File: src/rtl/pt_check_pkg.sv
// Shared types and helpers for the plaintext validator.
package pt_check_pkg;

  localparam int unsigned BYTE_W = 8;

  localparam logic [BYTE_W-1:0] PRINT_MIN_DEF = 8'h20;
  localparam logic [BYTE_W-1:0] PRINT_MAX_DEF = 8'h7E;

  typedef enum logic [1:0] {
    IDLE = 2'd0,
    LEN  = 2'd1,
    SCAN = 2'd2,
    DONE = 2'd3
  } state_t;

  // Unsigned inclusive range test on one character byte.
  function automatic logic is_printable(input logic [BYTE_W-1:0] b,
                                        input logic [BYTE_W-1:0] lo,
                                        input logic [BYTE_W-1:0] hi);
    return (b >= lo) && (b <= hi);
  endfunction

endpackage

File: src/rtl/pt_check.sv
// Scans the length-prefixed plaintext in pt_mem and reports whether every
// character byte is printable, plus the index of the first offending byte.
module pt_check
  import pt_check_pkg::*;
#(
  parameter logic [BYTE_W-1:0] PRINT_MIN = PRINT_MIN_DEF,
  parameter logic [BYTE_W-1:0] PRINT_MAX = PRINT_MAX_DEF
) (
  input  logic              CLOCK_50,
  input  logic              rst_n,
  input  logic              en,
  output logic              rdy,
  output logic [BYTE_W-1:0] pt_addr,
  input  logic [BYTE_W-1:0] pt_rddata,
  output logic              valid,
  output logic [BYTE_W-1:0] bad_idx,
  output logic [BYTE_W-1:0] msg_len
);

  state_t            state_q, state_d;
  logic              len_ph_q, len_ph_d;
  logic [BYTE_W-1:0] idx_q, idx_d;
  logic [BYTE_W-1:0] pt_addr_q, pt_addr_d;
  logic              rdy_q, rdy_d;
  logic              valid_q, valid_d;
  logic [BYTE_W-1:0] bad_idx_q, bad_idx_d;
  logic [BYTE_W-1:0] msg_len_q, msg_len_d;

  // Next-state and datapath; the read address runs one byte ahead of the check.
  always_comb begin
    state_d   = state_q;
    len_ph_d  = len_ph_q;
    idx_d     = idx_q;
    pt_addr_d = pt_addr_q;
    rdy_d     = rdy_q;
    valid_d   = valid_q;
    bad_idx_d = bad_idx_q;
    msg_len_d = msg_len_q;

    case (state_q)
      IDLE, DONE: begin
        if (en) begin
          state_d   = LEN;
          len_ph_d  = 1'b0;
          pt_addr_d = '0;
          rdy_d     = 1'b0;
          valid_d   = 1'b0;
          bad_idx_d = '0;
        end
      end

      LEN: begin
        if (!len_ph_q) begin
          pt_addr_d = BYTE_W'(1);
          len_ph_d  = 1'b1;
        end else begin
          msg_len_d = pt_rddata;
          if (pt_rddata == '0) begin
            valid_d = 1'b1;
            rdy_d   = 1'b1;
            state_d = DONE;
          end else begin
            pt_addr_d = BYTE_W'(2);
            idx_d     = BYTE_W'(1);
            state_d   = SCAN;
          end
        end
      end

      SCAN: begin
        if (!is_printable(pt_rddata, PRINT_MIN, PRINT_MAX)) begin
          // Stop on the first bad byte; the address is frozen so nothing further is read.
          bad_idx_d = idx_q;
          valid_d   = 1'b0;
          rdy_d     = 1'b1;
          state_d   = DONE;
        end else begin
          pt_addr_d = BYTE_W'(pt_addr_q + BYTE_W'(1));
          idx_d     = BYTE_W'(idx_q + BYTE_W'(1));
          if (idx_q == msg_len_q) begin
            valid_d = 1'b1;
            rdy_d   = 1'b1;
            state_d = DONE;
          end
        end
      end

      default: state_d = IDLE;
    endcase
  end

  always_ff @(posedge CLOCK_50 or negedge rst_n) begin
    if (!rst_n) begin
      state_q   <= IDLE;
      len_ph_q  <= 1'b0;
      idx_q     <= '0;
      pt_addr_q <= '0;
      rdy_q     <= 1'b1;
      valid_q   <= 1'b0;
      bad_idx_q <= '0;
      msg_len_q <= '0;
    end else begin
      state_q   <= state_d;
      len_ph_q  <= len_ph_d;
      idx_q     <= idx_d;
      pt_addr_q <= pt_addr_d;
      rdy_q     <= rdy_d;
      valid_q   <= valid_d;
      bad_idx_q <= bad_idx_d;
      msg_len_q <= msg_len_d;
    end
  end

  assign rdy     = rdy_q;
  assign pt_addr = pt_addr_q;
  assign valid   = valid_q;
  assign bad_idx = bad_idx_q;
  assign msg_len = msg_len_q;

endmodule

File: config.mk
export PLATFORM = sky130hd
export DESIGN_NAME = pt_check
export DESIGN_NICKNAME = d
export VERILOG_FILES = /design/src/rtl/pt_check_pkg.sv /design/src/rtl/pt_check.sv
export SDC_FILE = /design/constraint.sdc
export NUM_CORES = 1
export LEC_CHECK = 0
export BUFFER_PORTS_ARGS = -buffer_cell sky130_fd_sc_hd__buf_2
export CAP_MARGIN = 30
export CORE_MARGIN = 1.5
export CORE_UTILIZATION = 53
export DETAILED_ROUTE_END_ITERATION = 12
export PLACE_DENSITY = 0.77
export SYNTH_ARGS = -nofsm -noshare
export SYNTH_HDL_FRONTEND = slang
export SYNTH_SLANG_ARGS = --single-unit
File: constraint.sdc
create_clock -name CLOCK_50 -period 4.15 [get_ports CLOCK_50]
set_input_delay 0.415 -clock CLOCK_50 [delete_from_list [all_inputs] [get_ports CLOCK_50]]
set_output_delay 0.415 -clock CLOCK_50 [all_outputs]
set_load 0.01 [all_outputs]
# Word level (Yosys, flattened, before mapping)
# Cells that the tools add are included.
# op_classes
n_shift	0
mux	26
add_sub_neg	2
multipliers	0
div	0
bitwise_logic	0
magnitude_cmp	2
reduce_logical	14
n_eq_ne	12
# op_table
operator	count
2-to-1 mux 8 bit	8
one-hot mux 8 bit (2 select lines)	2
one-hot mux 8 bit (3 select lines)	1
adder 8 x 1 -> 8 bit, second input constant	2
inequality test 2 bit, second input constant	6
AND reduction 3 bit	3
== test 8 bit	1
>= comparator 8 x 6 -> 1 bit, second input constant	1
less-or-equal comparator 8 x 7 -> 1 bit, second input constant	1
zero test 8 bit	1
2-to-1 mux 2 bit	4
AND reduction 4 bit	2
2-to-1 mux 1 bit	7
inequality test 3 bit, second input constant	2
one-hot mux 1 bit (3 select lines)	2
one-hot mux 2 bit (3 select lines)	1
nonzero test 2 bit	3
== test 2 bit, second input constant	2
AND reduction 2 bit	2
== test 2 x 1 -> 1 bit, second input constant	1
zero test 2 bit	1
one-hot mux 1 bit (2 select lines)	1
OR reduction 2 bit	1
logical AND 1 bit	1
# word_totals
regBits	37
output_inout_bits	26
rom_bits	0
inputBits	11
elab_cells	64
n_memories	0
latch_bits	0
ramBits	0

# Depth between registers and ports, before layout
# Gate-level depths: netlist (run 1).
# logic_depth
ltp_word	4
ltp_mapped	9
depth_no_buf	7

# Worst setup path after synthesis (run 1)
# Ideal clock, no wire load.
# synth_path
path_kind	flip-flop to flip-flop
start	register state_q[0]
end	register pt_addr_q[5] (netlist: pt_addr[5])
stages_incl_launch_ff	8
setup_time_ps	110
n_path_buf	2
t_required_ps	4040
period_less_slack_ps	1798
arrival_ps	1688
slack_ps	2352
path_cell_list	dfrtp_1 inv_1 ha_1 buf_4 nand2b_1 clkbuf_1 or2_2 o41ai_1
# synth_between
elab_chain_len	4
elab_cells_between_ends	10
cone_classes	eq/ne: 6; mux: 1; reduce/logical: 3
# synth_lines
item	line_no	rtl
start: declaration	pt_check.sv:20	state_t state_q, state_d;
start signal: assignment	pt_check.sv:103	state_q <= state_d;
== test 2 bit or zero test 2 bit (tied branches)	pt_check.sv:40	case (state_q)
OR reduction 2 bit	pt_check.sv:40	
inequality test 2 bit (no source line)	--	
AND reduction 3 bit (no source line)	--	
end signal: assignment	pt_check.sv:106	pt_addr_q <= pt_addr_d;
end: declaration	pt_check.sv:23	logic [BYTE_W-1:0] pt_addr_q, pt_addr_d;
# Several ways; a longest one is shown, not always the timed one.
# A chain may end at the register's enable or synchronous reset.

# Worst setup path after layout (run 1)
# Same ends and word-level chain as after synthesis.

==> results of run 1 <==
-- placed cells by master (no fill, tap or decap), drive strengths merged, types with 2 or more instances in the layout --
| cell type | instances |
|---|---|
| a21o | 3 |
| a21oi | 2 |
| a31oi | 4 |
| and3 | 4 |
| buf | 36 |
| clkbuf | 6 |
| clkinv | 2 |
| dfrtp | 36 |
| ha | 4 |
| inv | 13 |
| mux2 | 8 |
| nand2 | 21 |
| nand2b | 2 |
| nand3 | 13 |
| nand4 | 2 |
| nor2 | 13 |
| nor3 | 3 |
| o21ai | 33 |
| o31ai | 6 |
| or4 | 2 |
| xnor2 | 4 |
| xor2 | 6 |
-- cells by family (layout without fill, tap and decap cells) --
kind of cell / after synthesis / after routing / share of synthesized area (%)
AND/OR/NAND/NOR: 65 / 65 / 16.6
buffers and inverters: 21 / 57 / 4.78
multiplexers: 9 / 9 / 5.10
XOR/XNOR: 10 / 10 / 4.46
flip-flops: 37 / 37 / 47.2
AO/OA/AOI/OAI: 58 / 58 / 19.3
adder cells (fa/ha/maj): 4 / 4 / 2.55
-- per-stage QoR --
stage | hold slack, ns | utilization (%) | setup WS, ns
after floorplan | 0.119 | - | 2.35
after global placement | 0.472 | 62.7 | 2.21
after detailed placement | 0.473 | 62.7 | 2.16
after CTS | 0.233 | 65.1 | 2.12
after global routing | 0.281 | 65.1 | 1.90
final | 0.204 | 65.1 | 2.13
-- synth_stat cells, types with 2 or more instances --
master                     instances  share of area (%)
sky130_fd_sc_hd__dfrtp_1          36                 46
sky130_fd_sc_hd__a31oi_1           4                1.3
sky130_fd_sc_hd__a21oi_1           2               0.51
sky130_fd_sc_hd__a21o_1            3                1.1
sky130_fd_sc_hd__nand2_1          20                3.8
sky130_fd_sc_hd__and3_1            4                1.3
sky130_fd_sc_hd__nand3_1          13                3.3
sky130_fd_sc_hd__nand4_1           2               0.64
sky130_fd_sc_hd__mux2_2            8                4.6
sky130_fd_sc_hd__o31ai_1           5                1.9
sky130_fd_sc_hd__nand2b_1          2               0.64
sky130_fd_sc_hd__buf_2             3               0.76
sky130_fd_sc_hd__inv_1            13                2.5
sky130_fd_sc_hd__o21ai_0          32                8.2
sky130_fd_sc_hd__xor2_1            6                2.7
sky130_fd_sc_hd__or4_4             2                1.1
sky130_fd_sc_hd__clkbuf_1          3               0.57
sky130_fd_sc_hd__xnor2_1           4                1.8
sky130_fd_sc_hd__nor2_1           13                2.5
sky130_fd_sc_hd__nor3_1            2               0.51
sky130_fd_sc_hd__ha_1              4                2.5
-- power breakdown --
group	leakage, nW	switching, mW	total, mW	internal, mW
sequential	0.483	0.0917	0.549	0.457
clock	0.0450	0.128	0.244	0.116
combinational	0.539	0.373	0.624	0.250
total	1.07	0.593	1.42	0.824
-- worst max-delay path by stage --
stage	slack, ns	depth (start not counted)	end	from
3_3_place_gp	2.21	5	pt_addr[5]	state_q[0]
4_1_cts	2.12	5	pt_addr[5]	state_q[0]
6_report	2.13	5	pt_addr[5]	state_q[0]
3_5_place_dp	2.16	5	pt_addr[5]	state_q[0]
5_1_grt	1.90	5	pt_addr[5]	state_q[0]
2_1_floorplan	2.35	7	pt_addr[5]	state_q[0]
-- cell type report --
type | count | area [µm²] | area share [%]
multi-input combinational | 146 | 943 | 42.1
sequential | 37 | 927 | 41.4
timing repair buffer | 36 | 180 | 8.04
clock buffer | 6 | 72.6 | 3.24
tap | 46 | 57.6 | 2.57
inverter | 13 | 48.8 | 2.18
clock inverter | 2 | 10.0 | 0.447
-- sequential cells by signal, indices dropped and copies added, names as in the netlist --
register and flops:
bad_idx 8, idx_q 8, len_ph_q 1, msg_len 8
pt_addr 8, rdy 1, state_q 2, valid 1
-- per-layer routing --
| metal | share of wire [%] | track usage [%] |
|---|---|---|
| met1 | 48 | 29.0 |
| met2 | 46 | 34.2 |
| met3 | 4.7 | 5.28 |
| met4 | 1.4 | 6.52 |
| met5 | 0 | 0 |
==> results.ini, run 1 <==
[status]
status=finished, final reports clean

[setup_path]
worst-path-buf-inv=1
slowest_stage=sky130_fd_sc_hd__ha_1
worst_setup_path_type=flop to flop
timing.reg2reg.setup_slack_ns=2.13
reg2regPathDepth=5
cp.required_ns=4.34
worst_r2r_startpoint=state_q[0]
cp-end-kind=flop
critical_path.top_delay_family=simple AND/OR/NAND/NOR gates
worst_ep_arrival_time_ns=2.21
critPathLaunchType=flop
critPathMaxFanout=17
timing.critical_path.slowest_cell_delay_ns=0.50
cp_cell_sequence=inv_1, ha_1, nand2b_1, or2_2, o41ai_1
worst_r2r_endpoint=pt_addr[5]

[drt]
antenna_violating_nets_post_route=0
drt-pass1-iter-count=4
drcViolationCount=0
routed_wire_length_per_instance_um=13.7
vias=1606
postRouteWirelength_um=3920
dr.first_iter.drc_count=64
route.detailed.vias_per_inst=5.62

[timing]
hold_violations=0
finalSetupViolCount=0
worstMarginPinSlew_ns=0.799
timing.max_slew.rel_slack_pct=46.7
period_needed_ns=2.02
timing.setup.tns_ns=0
fmaxAchievable_mhz=495
period_share_pct=48.7
setup_repair_after_global_routing_missed_its_margin=no
timing.clock.skew_ns=0.00470
final_max_slew_viol_count=0

[layout]
finish.cell_count_without_fillers=286
antennaDiodeCount=0
num-nets-final=254
n_fill_cell=291
share_of_cells_above_drive_strength_1_pct=26.3
final_design_area_no_fill_um2=2240
area_delta_synth_final_pct=14.0

[clock_tree]
worst_skew_pair.late_latency_ns=0.29
tritoncts_clock_tree=built
hold_buffers=0
cts_made_buffers=5
ctsHtreeMaxLevel=2
cts_sinks=37
cts_root_buffer=sky130_fd_sc_hd__clkbuf_8
cts_setup_buffers=0
clock_pin_slew_worst_setup_and_hold_paths_ns=0.07
cts_resized=0
cts-root-to-sink-buffers=2

[logic_synthesis]
synth_top_flop_cell=sky130_fd_sc_hd__dfrtp_1
synth.yosys.warnings=0
postSynth.asyncResetShare_pct=100
netlist_area_um2=1960
avgSynthCellArea_um2=9.63
synth.lib_cells_used.distinct=44
synth_seq_area_share_pct=47.2
post_synth_inst_count=204
count_of_state_elements_after_synthesis=37
syn-num-nets=219
synth-edff-count=0

[power]
power.density_cell_area_nw_per_um2=632
max-vdd-ir-drop_mv=0.337
power_leakage_nw=1.07
fin_total_pwr_mw=1.42

[place]
detailed_place.area_um2=2160
dpl.hpwl_um=2810
dp_cells=278
finalWeightedCongestion=0.863
port_buffers=36

[min_path]
timing.hold.worst.class=input pin to async pin

[floorplan]
io-pin-count=37
fp.dieArea_um2=4080
die_w_um=63.9
floorplan.initialDensity_pct=57.1
design.core.area_um2=3440
die_height_um=63.9
fp-row-count=21

[global_routing]
grt_first_pass_wirelength_um=6810
grt_antenna_before_repair=0
maximum_number_of_pins_on_one_net_before_global_route_repair=38
overflow=0
grt_usage_pct=21.5
first_global_vias=1490

[flow_run]
max-cap-violations=0

Note: power is estimated with default switching activity, not from simulation.
==> run 2: changes to the inputs <==
==> constraint.sdc (replaced) <==
create_clock -name CLOCK_50 -period 2 [get_ports CLOCK_50]
set_input_delay 0.2 -clock CLOCK_50 [delete_from_list [all_inputs] [get_ports CLOCK_50]]
set_output_delay 0.2 -clock CLOCK_50 [all_outputs]
set_load 0.01 [all_outputs]
==> run 2 against run 1 <==
The flow now finishes with violations (hold timing); worst setup slack lost 1.9 ns; clock-buffer cell count grew 1; via count grew 1.2%; final cell count grew 1.7%; clock skew shrank 0.0026 ns; die area is the same; sequential power grew 110%; non-clock buffer count grew 6; maximum frequency grew 13%; flip-flop and latch count is the same; critical endpoint is now pt_addr[7]; largest cell class unchanged.
==> results.ini, run 2 (synthesis gave the netlist of run 1 again) <==
[setup_path]
timing.critical_path.from=state_q[0]
slowest_stage=sky130_fd_sc_hd__a211o_2
cp-end-kind=flop
critPathMostFrequentCell=sky130_fd_sc_hd__o21ai_0
worst_ep_arrival_time_ns=1.96
timing.reg2reg.setup_slack_ns=0.21
critPathMaxFanout=10
worst_setup_path_type=flop to flop
cp_cell_sequence=inv_1, ha_1, nor2b_1, a211o_2, o21ai_0, o21ai_0
timing.critical_path.slowest_cell_delay_ns=0.41
cp.required_ns=2.17
worst_r2r_startpoint=state_q[0]
critPathLaunchType=flop

[timing]
final_max_slew_viol_count=0
worstMarginPinSlew_ns=0.792
finalSetupViolCount=0
period_share_pct=89.5
period_needed_ns=1.79
hold_slack_ns=-0.00648
timing.setup.tns_ns=0
timing.max_slew.rel_slack_pct=47.2
fmaxAchievable_mhz=559
hold_violations=5
timing.clock.skew_ns=0.00210
setup_repair_after_global_routing_missed_its_margin=no

[floorplan]
fp.dieArea_um2=4080
die_height_um=63.9
io-pin-count=37
floorplan.initialDensity_pct=57.1
design.core.area_um2=3440
die_w_um=63.9
fp-row-count=21

[status]
violations=hold timing
status=complete, but fails checks

[layout]
share_of_cells_above_drive_strength_1_pct=28.2
final_design_area_no_fill_um2=2290
area_delta_synth_final_pct=16.8
n_fill_cell=295
antennaDiodeCount=0
finish.cell_count_without_fillers=291
utilization_pct=66.7
mostFrequentLayoutCells=sky130_fd_sc_hd__dfrtp_1, sky130_fd_sc_hd__buf_2, sky130_fd_sc_hd__o21ai_0
num-nets-final=260

[clock_tree]
cts_root_buffer=sky130_fd_sc_hd__clkbuf_8
clock_pin_slew_worst_setup_and_hold_paths_ns=0.07
tritoncts_clock_tree=built
worst_skew_pair.late_latency_ns=0.29
cts_made_buffers=5
cts-root-to-sink-buffers=2
cts_sinks=37
ctsHtreeMaxLevel=2

[drt]
antenna_violating_nets_post_route=0
drcViolationCount=0
vias=1626
drt-pass1-iter-count=4
dr.first_iter.drc_count=130
route.detailed.vias_per_inst=5.59
routed_wire_length_per_instance_um=13.6
postRouteWirelength_um=3970

[power]
max-vdd-ir-drop_mv=0.777
fin_total_pwr_mw=3.07
power_leakage_nw=1.10
power.density_cell_area_nw_per_um2=1340

[place]
finalWeightedCongestion=0.839
port_buffers=36
dp_cells=284
detailed_place.area_um2=2200
dpl.hpwl_um=2900

[global_routing]
overflow=0
grt_usage_pct=22.1
maximum_number_of_pins_on_one_net_before_global_route_repair=38
grt_antenna_before_repair=0
first_global_vias=1530
grt_first_pass_wirelength_um=7110

[flow_run]
max-cap-violations=0

[min_path]
timing.hold.worst.class=input pin to async pin

[run 2: cell types whose count changed in the layout (fill, tap and decap cells not counted), sizes merged]
cell and change:
buf +6, clkbuf +1, clkinv -2
[run 2: critical path: cells and delay by family, from the launching register on]
| family | cells | cell delay [ns] |
|---|---|---|
| simple gates | 1 | 0.20 |
| fa+ha+maj | 1 | 0.35 |
| flops | 1 | 0.37 |
| buf+inv | 1 | 0.05 |
| compound gates | 3 | 0.69 |
[run 2: path summary, 6_finish.rpt]
kind | depth (start not counted) | endpoint
worst max-delay path | 6 | pt_addr[7]
worst min-delay path | 1 | bad_idx[6]
worst max register to register | 6 | pt_addr[7]
worst min register to register | 1 | pt_addr[7]
max in group asynchronous | 1 | msg_len[1]
min in group CLOCK_50 | 2 | msg_len[0]
[run 2: final cells by class]
type	count	area [µm²]	area share (%)
timing repair buffer	42	225	9.81
tap	46	57.6	2.51
clock buffer	7	86.3	3.76
sequential	37	927	40.4
multi-input combinational	146	950	41.4
inverter	13	48.8	2.13
[run 2: timing repair]
item	in CTS	in global routing
setup endpoints to repair	0	1
hold buffers	0	0
buffers inserted	0	0
resized for setup	0	1
[run 2: metrics by stage]
stage	hold WS (ns)	setup WS, ns
after global placement	0.342	0.276
after detailed placement	0.332	0.216
final	-0.00648	0.210
after global routing	0.0745	0.0555
after CTS	0.0262	0.209
after floorplan	-0.0956	0.202
[run 2: power breakdown]
| part | switching, mW | leakage [nW] | internal (mW) | total [mW] |
|---|---|---|---|---|
| clock | 0.247 | 0.0443 | 0.273 | 0.520 |
| sequential | 0.194 | 0.483 | 0.948 | 1.14 |
| combinational | 0.806 | 0.568 | 0.600 | 1.41 |
[run 2: metal layers]
layer / wire length (µm) / global-route usage [%]
met4: 41 / 6.52
met5: 0 / 0
met2: 1790 / 33.9
met3: 184 / 5.63
met1: 1950 / 30.9
